$ cat src/rtl/prog_seq_counter.sv
// Purpose : programmable sequence counter; steps an index through a writable
//           value table (forward/reverse, loop or one-shot) with load-by-value search.
// Latency : index/flags register on the rising edge; out_data is table[idx] combinationally.
// Backpr. : none; en gates stepping, done freezes stepping until a successful load or rst.
//
// Ports:
//   clk, rst        - clock, synchronous active-high reset
//   en, dir         - step enable, direction (0 = +1, 1 = -1)
//   one_shot, last  - stop at sequence end instead of wrapping; final active index
//   load, in_data   - jump to first entry in 0..last equal to in_data
//   wr_en/addr/data - table write port (addresses >= DEPTH are dropped)
//   out_data/out_idx- current table value and index
//   wrap, load_miss - single-cycle event pulses
//   done            - sticky one-shot completion flag
module prog_seq_counter #(
    parameter int WIDTH = 3,
    parameter int DEPTH = 8,
    localparam int IW   = $clog2(DEPTH)
) (
    input  logic             clk,
    input  logic             rst,
    input  logic             en,
    input  logic             dir,
    input  logic             one_shot,
    input  logic [IW-1:0]    last,
    input  logic             load,
    input  logic [WIDTH-1:0] in_data,
    input  logic             wr_en,
    input  logic [IW-1:0]    wr_addr,
    input  logic [WIDTH-1:0] wr_data,
    output logic [WIDTH-1:0] out_data,
    output logic [IW-1:0]    out_idx,
    output logic             wrap,
    output logic             load_miss,
    output logic             done
);

    // Power-on table contents: a fixed 8-entry pattern, then the index itself.
    function automatic logic [WIDTH-1:0] init_val(input int i);
        int v;
        case (i)
            0:       v = 2;
            1:       v = 3;
            2:       v = 5;
            3:       v = 2;
            4:       v = 0;
            5:       v = 3;
            6:       v = 4;
            7:       v = 6;
            default: v = i;
        endcase
        return WIDTH'(v);
    endfunction

    logic [WIDTH-1:0] table_q [DEPTH];
    logic [IW-1:0]    idx_q, idx_d;
    logic             done_q, done_d;
    logic             wrap_q, wrap_d;
    logic             miss_q, miss_d;

    logic             hit;
    logic [IW-1:0]    hit_idx;
    logic [IW-1:0]    step_idx;
    logic             step_wrap;

    // Load search over the registered table, so a same-cycle write is not seen.
    // Scanning downward lets the lowest matching index win.
    always_comb begin
        hit     = 1'b0;
        hit_idx = '0;
        for (int i = DEPTH - 1; i >= 0; i--) begin
            if (IW'(i) <= last && table_q[i] == in_data) begin
                hit     = 1'b1;
                hit_idx = IW'(i);
            end
        end
    end

    // Candidate next index for a step. An index beyond last (after last was
    // lowered) folds to 0 going forward (a wrap) or to last going backward (no wrap).
    always_comb begin
        step_idx  = idx_q;
        step_wrap = 1'b0;
        if (!dir) begin
            if (idx_q < last) begin
                step_idx = idx_q + IW'(1);
            end else begin
                step_idx  = '0;
                step_wrap = 1'b1;
            end
        end else if (idx_q == '0) begin
            step_idx  = last;
            step_wrap = 1'b1;
        end else if (idx_q > last) begin
            step_idx = last;
        end else begin
            step_idx = idx_q - IW'(1);
        end
    end

    always_comb begin
        idx_d  = idx_q;
        done_d = done_q;
        wrap_d = 1'b0;
        miss_d = 1'b0;
        if (load) begin
            if (hit) begin
                idx_d  = hit_idx;
                done_d = 1'b0;
            end else begin
                miss_d = 1'b1;
            end
        end else if (en && !done_q) begin
            // One-shot turns the wrap into a stop: index holds on the final entry.
            if (step_wrap && one_shot) begin
                done_d = 1'b1;
            end else begin
                idx_d  = step_idx;
                wrap_d = step_wrap;
            end
        end
    end

    always_ff @(posedge clk) begin
        if (rst) begin
            idx_q  <= '0;
            done_q <= 1'b0;
            wrap_q <= 1'b0;
            miss_q <= 1'b0;
        end else begin
            idx_q  <= idx_d;
            done_q <= done_d;
            wrap_q <= wrap_d;
            miss_q <= miss_d;
        end
    end

    // Table write compares against every legal index, so out-of-range addresses fall through.
    always_ff @(posedge clk) begin
        if (rst) begin
            for (int i = 0; i < DEPTH; i++) begin
                table_q[i] <= init_val(i);
            end
        end else begin
            for (int i = 0; i < DEPTH; i++) begin
                if (wr_en && wr_addr == IW'(i)) begin
                    table_q[i] <= wr_data;
                end
            end
        end
    end

    always_comb begin
        out_data = '0;
        for (int i = 0; i < DEPTH; i++) begin
            if (idx_q == IW'(i)) begin
                out_data = table_q[i];
            end
        end
    end

    assign out_idx   = idx_q;
    assign wrap      = wrap_q;
    assign load_miss = miss_q;
    assign done      = done_q;

endmodule

$ cat config.mk
export PLATFORM = sky130hd
export DESIGN_NAME = prog_seq_counter
export DESIGN_NICKNAME = d
export VERILOG_FILES = /design/src/rtl/prog_seq_counter.sv
export SDC_FILE = /design/constraint.sdc
export NUM_CORES = 1
export LEC_CHECK = 0
export CAP_MARGIN = 30
export CORE_UTILIZATION = 60
export CTS_CLUSTER_DIAMETER = 50
export DETAILED_ROUTE_END_ITERATION = 8
export GPL_TIMING_DRIVEN = 0
export PLACE_DENSITY_LB_ADDON = 0.2
export SETUP_SLACK_MARGIN = 0.3
export SLEW_MARGIN = 0
export SYNTH_ARGS = -nofsm -noshare
export SYNTH_HDL_FRONTEND = slang
export SYNTH_SLANG_ARGS = --single-unit
export TNS_END_PERCENT = 1
$ cat constraint.sdc
create_clock -name clk -period 3.1 [get_ports clk]
set_clock_uncertainty 0.2 [all_clocks]
set_input_delay 0.31 -clock clk [delete_from_list [all_inputs] [get_ports clk]]
set_output_delay 0.31 -clock clk [all_outputs]
set_load 0.01 [all_outputs]
==> qor.yml, run 1 <==
clocking:
  clockBufferDepth: 2
  path_clk_slew_ps: 60
  cts_tree: "yes"
  clock_latency_ps: 280
  numCtsBuffers: 5
  cts_num_sinks: 30
  cts_htree_levels: 2
  clockRootBuffer: "clkbuf_8"
setup_path:
  slowest_delay_ps: 380
  critPathCapture: "out_data[2]"
  r2r_start: "out_idx[1]$_SDFFE_PP0P_"
  cp-end-kind: "primary output"
  regToRegSetupSlack_ps: 630
  critPathSlowestCell: "dfxtp_4"
  path_buf_inv: 4
  reg2reg_depth: 8
  cpLargestDelayFamily: "compound AO/OA/AOI/OAI gates"
  crit_start: "out_idx[1]$_SDFFE_PP0P_"
  critPathRequiredTime_ps: 2590
  cp.arrival_ps: 2300
  crit_cells: 11
  path_class: "reg2out"
  startpoint_type: "register"
  crit_chain: "inv_4 -> ha_1 -> clkbuf_8 -> nor2b_4 -> buf_4 -> a221oi_2 -> a211o_1 -> a21oi_2 -> a2111oi_4 -> a21oi_1 -> buf_2"
  reg2reg_to: "out_idx[1]$_SDFFE_PP0P_"
  cp_max_fo: 8
detailed_routing:
  drcViolationCount: 0
  drt_iter0_drc: 206
  dr.pass1.iters: 6
  postRouteAntennaNets: 0
  vias_per_cell: 6.27
  wl_um: 5710
  vias: 1994
  wl_per_cell_um: 18.0
timing:
  tns_ps: 0
  finalSetupViolations: 0
  fmax_mhz: 356
  tightestPinTransition_ps: 583
  slew_headroom: 0.606
  slew_viol_final: 0
  post-route-min-period_ps: 2810
  hold_viol: 0
  fin_hold_ws_ps: 184
  rsz0062_at_grt: "yes"
  min_period_over_period: 0.907
global_route:
  first_global_vias: 1911
  grt_overflow: 0
  antenna_found_initial: 0
  grt_max_degree: 11
  grt.total_usage: 0.304
  grt_first_pass_wirelength_um: 9160
floorplan:
  die_h_um: 63.5
  dieArea_mm2: 0.00403
  rows: 21
  pin_count: 28
  die_w_um: 63.5
  start_util: 0.653
  core_area_mm2: 0.00347
hold_path:
  min_from: "load"
  hold_path.class: "in2reg"
  worstHoldPathCells: 3
finish:
  nNetsFinal: 300
  diodes: 0
  nFillCells: 240
  syn2layout_area_growth_pct: 22.4
  drive_above_1_share: 0.239
synth:
  async_flop_share: 0
  synth_seq_cells: 30
  synth_top_area_cell: "edfxtp_1"
  yosys_warnings: 0
  synth_cell_types: 60
  synthCells: 233
  yosys-top-cells-count: "edfxtp_1 (24), nand2_1 (21), nor2_1 (19)"
  avgSynthCellArea_um2: 9.72
  syn_area_mm2: 0.00227
  yosysMostFrequentCell: "edfxtp_1"
  synth_top_area_share: 0.318
  synth_edf_count: 24
  yosys-top-cells-area: "edfxtp_1 (32%), ha_1 (5.5%), dfxtp_1 (5.3%)"
  syn-num-nets: 262
  yosysSeqAreaShare: 0.371
  ys.flop_type: "edfxtp_1"
placement:
  dp_hpwl_um: 4120
  numPortBuffers: 22
  gp_congestion: 0.899
pwr:
  p_per_area_mw_per_mm2: 488
  ir_drop_mv: 0.384
  power_leakage_nw: 1.05
status:
  outcome: "complete, no violations"
run:
  maxCapViolCount: 0
[cell families after synthesis]
family                     Yosys count  synth area share
buffers and inverters               19            0.0513
and+or+nand+nor                     97             0.237
xor gates and xnor gates            24             0.113
DFF                                 30             0.371
AOI/OAI and AO/OA                   53             0.172
adders and majority gates           10            0.0552
[sequential cells by signal (all words and copies together), names as in the netlist]
name and count:
out_idx 3, done 1, table_q 24, wrap 1, load_miss 1
[what timing repair did]
item	4_1_cts	5_1_grt
setup buffers	8	1
resized for setup	30	10
setup endpoints to repair	3	4
pin swaps	2	2
hold buffers	0	0
[routing by layer]
metal,routed length [µm],up-vias,GRT usage
li1,-,916,-
met1,2350,959,0.380
met2,2790,100,0.503
met3,430,19,0.0634
met4,144,0,0.136
met5,0,-,0
[power by group]
| part | total, mW | switching (mW) | internal (mW) |
|---|---|---|---|
| Combinational | 0.527 | 0.271 | 0.256 |
| Clock | 0.318 | 0.139 | 0.179 |
| Sequential | 0.509 | 0.0377 | 0.472 |
[worst reg2reg max path, delay by kind of cell (launching register included)]
family	cells	cell delay, ps
AOI/OAI and AO/OA	5	1240
buffers and inverters	1	150
and+or+nand+nor	1	130
DFF	1	360
adders and majority gates	1	280
[area by class of cell]
cell class / count / area (µm²) / area share
plain buffers: 10 / 97.6 / 0.0352
clock buffers: 7 / 86.3 / 0.0311
clock inverters: 1 / 5.00 / 0.00180
inverters: 9 / 40.0 / 0.0144
multi-input cells: 184 / 1370 / 0.492
flip-flops and latches: 30 / 850 / 0.306
well taps: 46 / 57.6 / 0.0207
repair buffers: 31 / 273 / 0.0983
[cell usage in the layout (no fill, tap or decap), types with 2 or more instances in the layout]
master           count
xor2_1              12
a22oi_1              3
dfxtp_4              2
nor2_1              19
nor2b_1              7
nand2b_1            11
a21oi_1              8
clkdlybuf4s50_1     19
nand4_1              2
clkbuf_2             3
a21o_1               3
o21ai_0              9
a31oi_1              2
buf_2                2
nor4_1               3
edfxtp_1            24
buf_4               10
or3_1                3
or4_1                3
a221o_1              2
inv_1                7
dfxtp_1              3
nor3_1               4
a211oi_1             2
o21ai_1              2
buf_6                4
clkbuf_8             8
xnor2_1              6
a21oi_2              2
or2_2                5
nand2_1             21
a221oi_1             2
o31a_1               3
ha_1                 8
nand3_1              4
xor2_2               6
[how the worst min path moves through the flow]
stage	end	slack, ps
final	done$_SDFFE_PP0P_	180
after global routing	done$_SDFFE_PP0P_	200
after CTS	done$_SDFFE_PP0P_	170
after detailed placement	done$_SDFFE_PP0P_	270
after global placement	done$_SDFFE_PP0P_	260
after floorplan	table_q[0][10]$_SDFFCE_PN1P_	260
[through the flow]
stage	util	setup WS [ps]	total power [mW]	cell area, µm²	instances
after floorplan	-	613	0.799	2270	233
after global placement	0.733	-103	0.937	2540	301
after detailed placement	0.733	-181	0.949	2540	301
after CTS	0.795	249	1.33	2760	317
after global routing	0.800	215	1.42	2770	318
final	0.800	289	1.35	2770	318
Power figures use the tool's default switching activity.
==> run 2: changes to the inputs <==
--- a/config.mk
+++ b/config.mk
@@ -5,6 +5,7 @@
 export SDC_FILE = /design/constraint.sdc
 export NUM_CORES = 1
 export LEC_CHECK = 0
+export ABC_AREA = 1
 export CAP_MARGIN = 30
 export CORE_UTILIZATION = 60
 export CTS_CLUSTER_DIAMETER = 50
==> qor.yml, run 2 <==
detailed_routing:
  vias_per_cell: 5.26
  wl_met3_um: 241
  vias: 2072
  drt_iter0_drc: 139
  drcViolationCount: 1
  dr.pass1.iters: 6
  wl_um: 5090
  wl_per_cell_um: 12.9
  highest_layer: "met4"
  dr_wl_met2_um: 2520
  postRouteAntennaNets: 0
  wl_met1_um: 2240
floorplan:
  die_h_um: 63.8
  pin_count: 28
  start_util: 0.626
  dieArea_mm2: 0.00407
  core_area_mm2: 0.00366
  die_w_um: 63.8
  rows: 22
hold_path:
  hold_path.class: "reg2reg"
setup_path:
  cp-end-kind: "primary output"
  path_class: "reg2out"
  critPathRequiredTime_ps: 2590
  startpoint_type: "register"
  regToRegSetupSlack_ps: 980
  cp_max_fo: 7
  cp.arrival_ps: 2330
timing:
  hold_viol: 0
  slew_headroom: 0.652
  fmax_mhz: 353
  tns_ps: 0
  rsz0062_at_grt: "yes"
  post-route-min-period_ps: 2840
  finalSetupViolations: 0
  tightestPinTransition_ps: 517
  min_period_over_period: 0.915
  slew_viol_final: 0
  fin_ws_ps: 263
global_route:
  grt_overflow: 0
  grt.total_usage: 0.278
  antenna_found_initial: 0
  grt_first_pass_wirelength_um: 8620
  first_global_vias: 1912
  grt_max_degree: 11
clocking:
  cts_num_sinks: 30
  cts_htree_levels: 2
  numCtsBuffers: 5
  ctsHoldBuffers: 0
  clock_latency_ps: 280
  clockBufferDepth: 2
  cts_tree: "yes"
  path_clk_slew_ps: 60
  clockRootBuffer: "clkbuf_8"
synth:
  synth_top_area_cell: "edfxtp_1"
  yosysSeqAreaShare: 0.367
  async_flop_share: 0
  synth_cell_types: 34
  yosysMostFrequentCell: "nand2_1"
  ys.flop_type: "edfxtp_1"
  yosys_warnings: 0
  yosys-top-cells-count: "nand2_1 (91), inv_1 (40), nor2_1 (38)"
  synth_edf_count: 24
  avgSynthCellArea_um2: 7.35
  synth_seq_cells: 30
  syn_area_mm2: 0.00229
  yosys-top-cells-area: "edfxtp_1 (31%), nand2_1 (15%), inv_1 (6.6%)"
  syn-num-nets: 341
  synth_top_area_share: 0.314
  synthCells: 312
finish:
  nNetsFinal: 374
  top_register: "table_q"
  post-route-cell-area_mm2: 0.00271
  syn2layout_area_growth_pct: 18.0
  final_cell_mix: "nand2_1 (91), inv_1 (38), nor2_1 (37), edfxtp_1 (24), clkdlybuf4s50_1 (22)"
  drive_above_1_share: 0.130
  nFillCells: 297
  multi_input_area_mm2: 0.00123
  diodes: 0
  seq_area_um2: 843
  stdcell_count: 394
  largest_reg_flops: 24
  layout_commonest_cell: "nand2_1"
placement:
  dpl_cell_area_mm2: 0.00259
  post-place-ws_ps: 414
  dp_hpwl_um: 3900
  numPortBuffers: 24
  dp.cells: 384
  gp_congestion: 0.915
status:
  outcome: "complete, but fails checks"
  violations: "DRC"
run:
  maxCapViolCount: 0
pwr:
  power_leakage_nw: 1.24
  ir_drop_mv: 0.307
  p_per_area_mw_per_mm2: 464
-- run 2: critical path, stage by stage, from the launching register on --
cell	delay [ps]
dfxtp_2	370
buf_6	150
inv_1	80
ha_1	240
inv_1	120
o21ai_0	90
a31oi_1	190
o21ai_1	100
nand3_1	80
nand2_1	50
nand2_1	50
clkdlybuf4s50_1	530
-- run 2: stage by stage --
step                      hold WS (ps)  total power [mW]   util
after floorplan                    264             0.796      -
after global placement             273             0.935  0.708
after detailed placement           276             0.942  0.708
after CTS                          286              1.25  0.738
after global routing               311              1.33  0.739
final                              288              1.26  0.739
-- run 2: cell type report --
| cell class | count | share of cell area |
|---|---|---|
| multi-input cells | 229 | 0.454 |
| flip-flops and latches | 30 | 0.312 |
| repair buffers | 26 | 0.0948 |
| inverters | 47 | 0.0661 |
| clock buffers | 5 | 0.0254 |
| well taps | 48 | 0.0222 |
| plain buffers | 6 | 0.0194 |
| clock inverters | 3 | 0.00601 |
-- run 2: path summary, 6_finish.rpt --
kind	start	endpoint	cells past startpoint
hold reg to reg	done$_SDFFE_PP0P_	done$_SDFFE_PP0P_	2
setup reg to reg	out_idx[0]$_SDFFE_PP0P_	out_idx[2]$_SDFFE_PP0P_	14
setup / recovery	out_idx[2]$_SDFFE_PP0P_	out_data[0]	11
hold / removal	done$_SDFFE_PP0P_	done$_SDFFE_PP0P_	2
-- run 2: cell families after synthesis --
family,count (synthesis),synth area share
AOI/OAI and AO/OA,34,0.0868
xor gates and xnor gates,18,0.0721
DFF,30,0.367
adders and majority gates,10,0.0546
and+or+nand+nor,167,0.322
buffers and inverters,53,0.0983
-- run 2: what timing repair did --
item / CTS / global route
endpoints found under the hold margin: 0 / 0
setup buffers: 2 / 0
pin swaps: 1 / 0
endpoints found under the setup margin: 3 / 2
gates resized for setup: 9 / 1
-- run 2: power by group --
group	switching, mW	internal [mW]	total [mW]
sequential	0.0291	0.471	0.500
clock	0.146	0.153	0.299
combinational	0.262	0.194	0.456
-- run 2: metal layers --
metal	vias to the layer above	GRT usage
li1	1055	-
met1	939	0.344
met2	67	0.483
met3	11	0.0500
met4	0	0.0994
met5	-	0
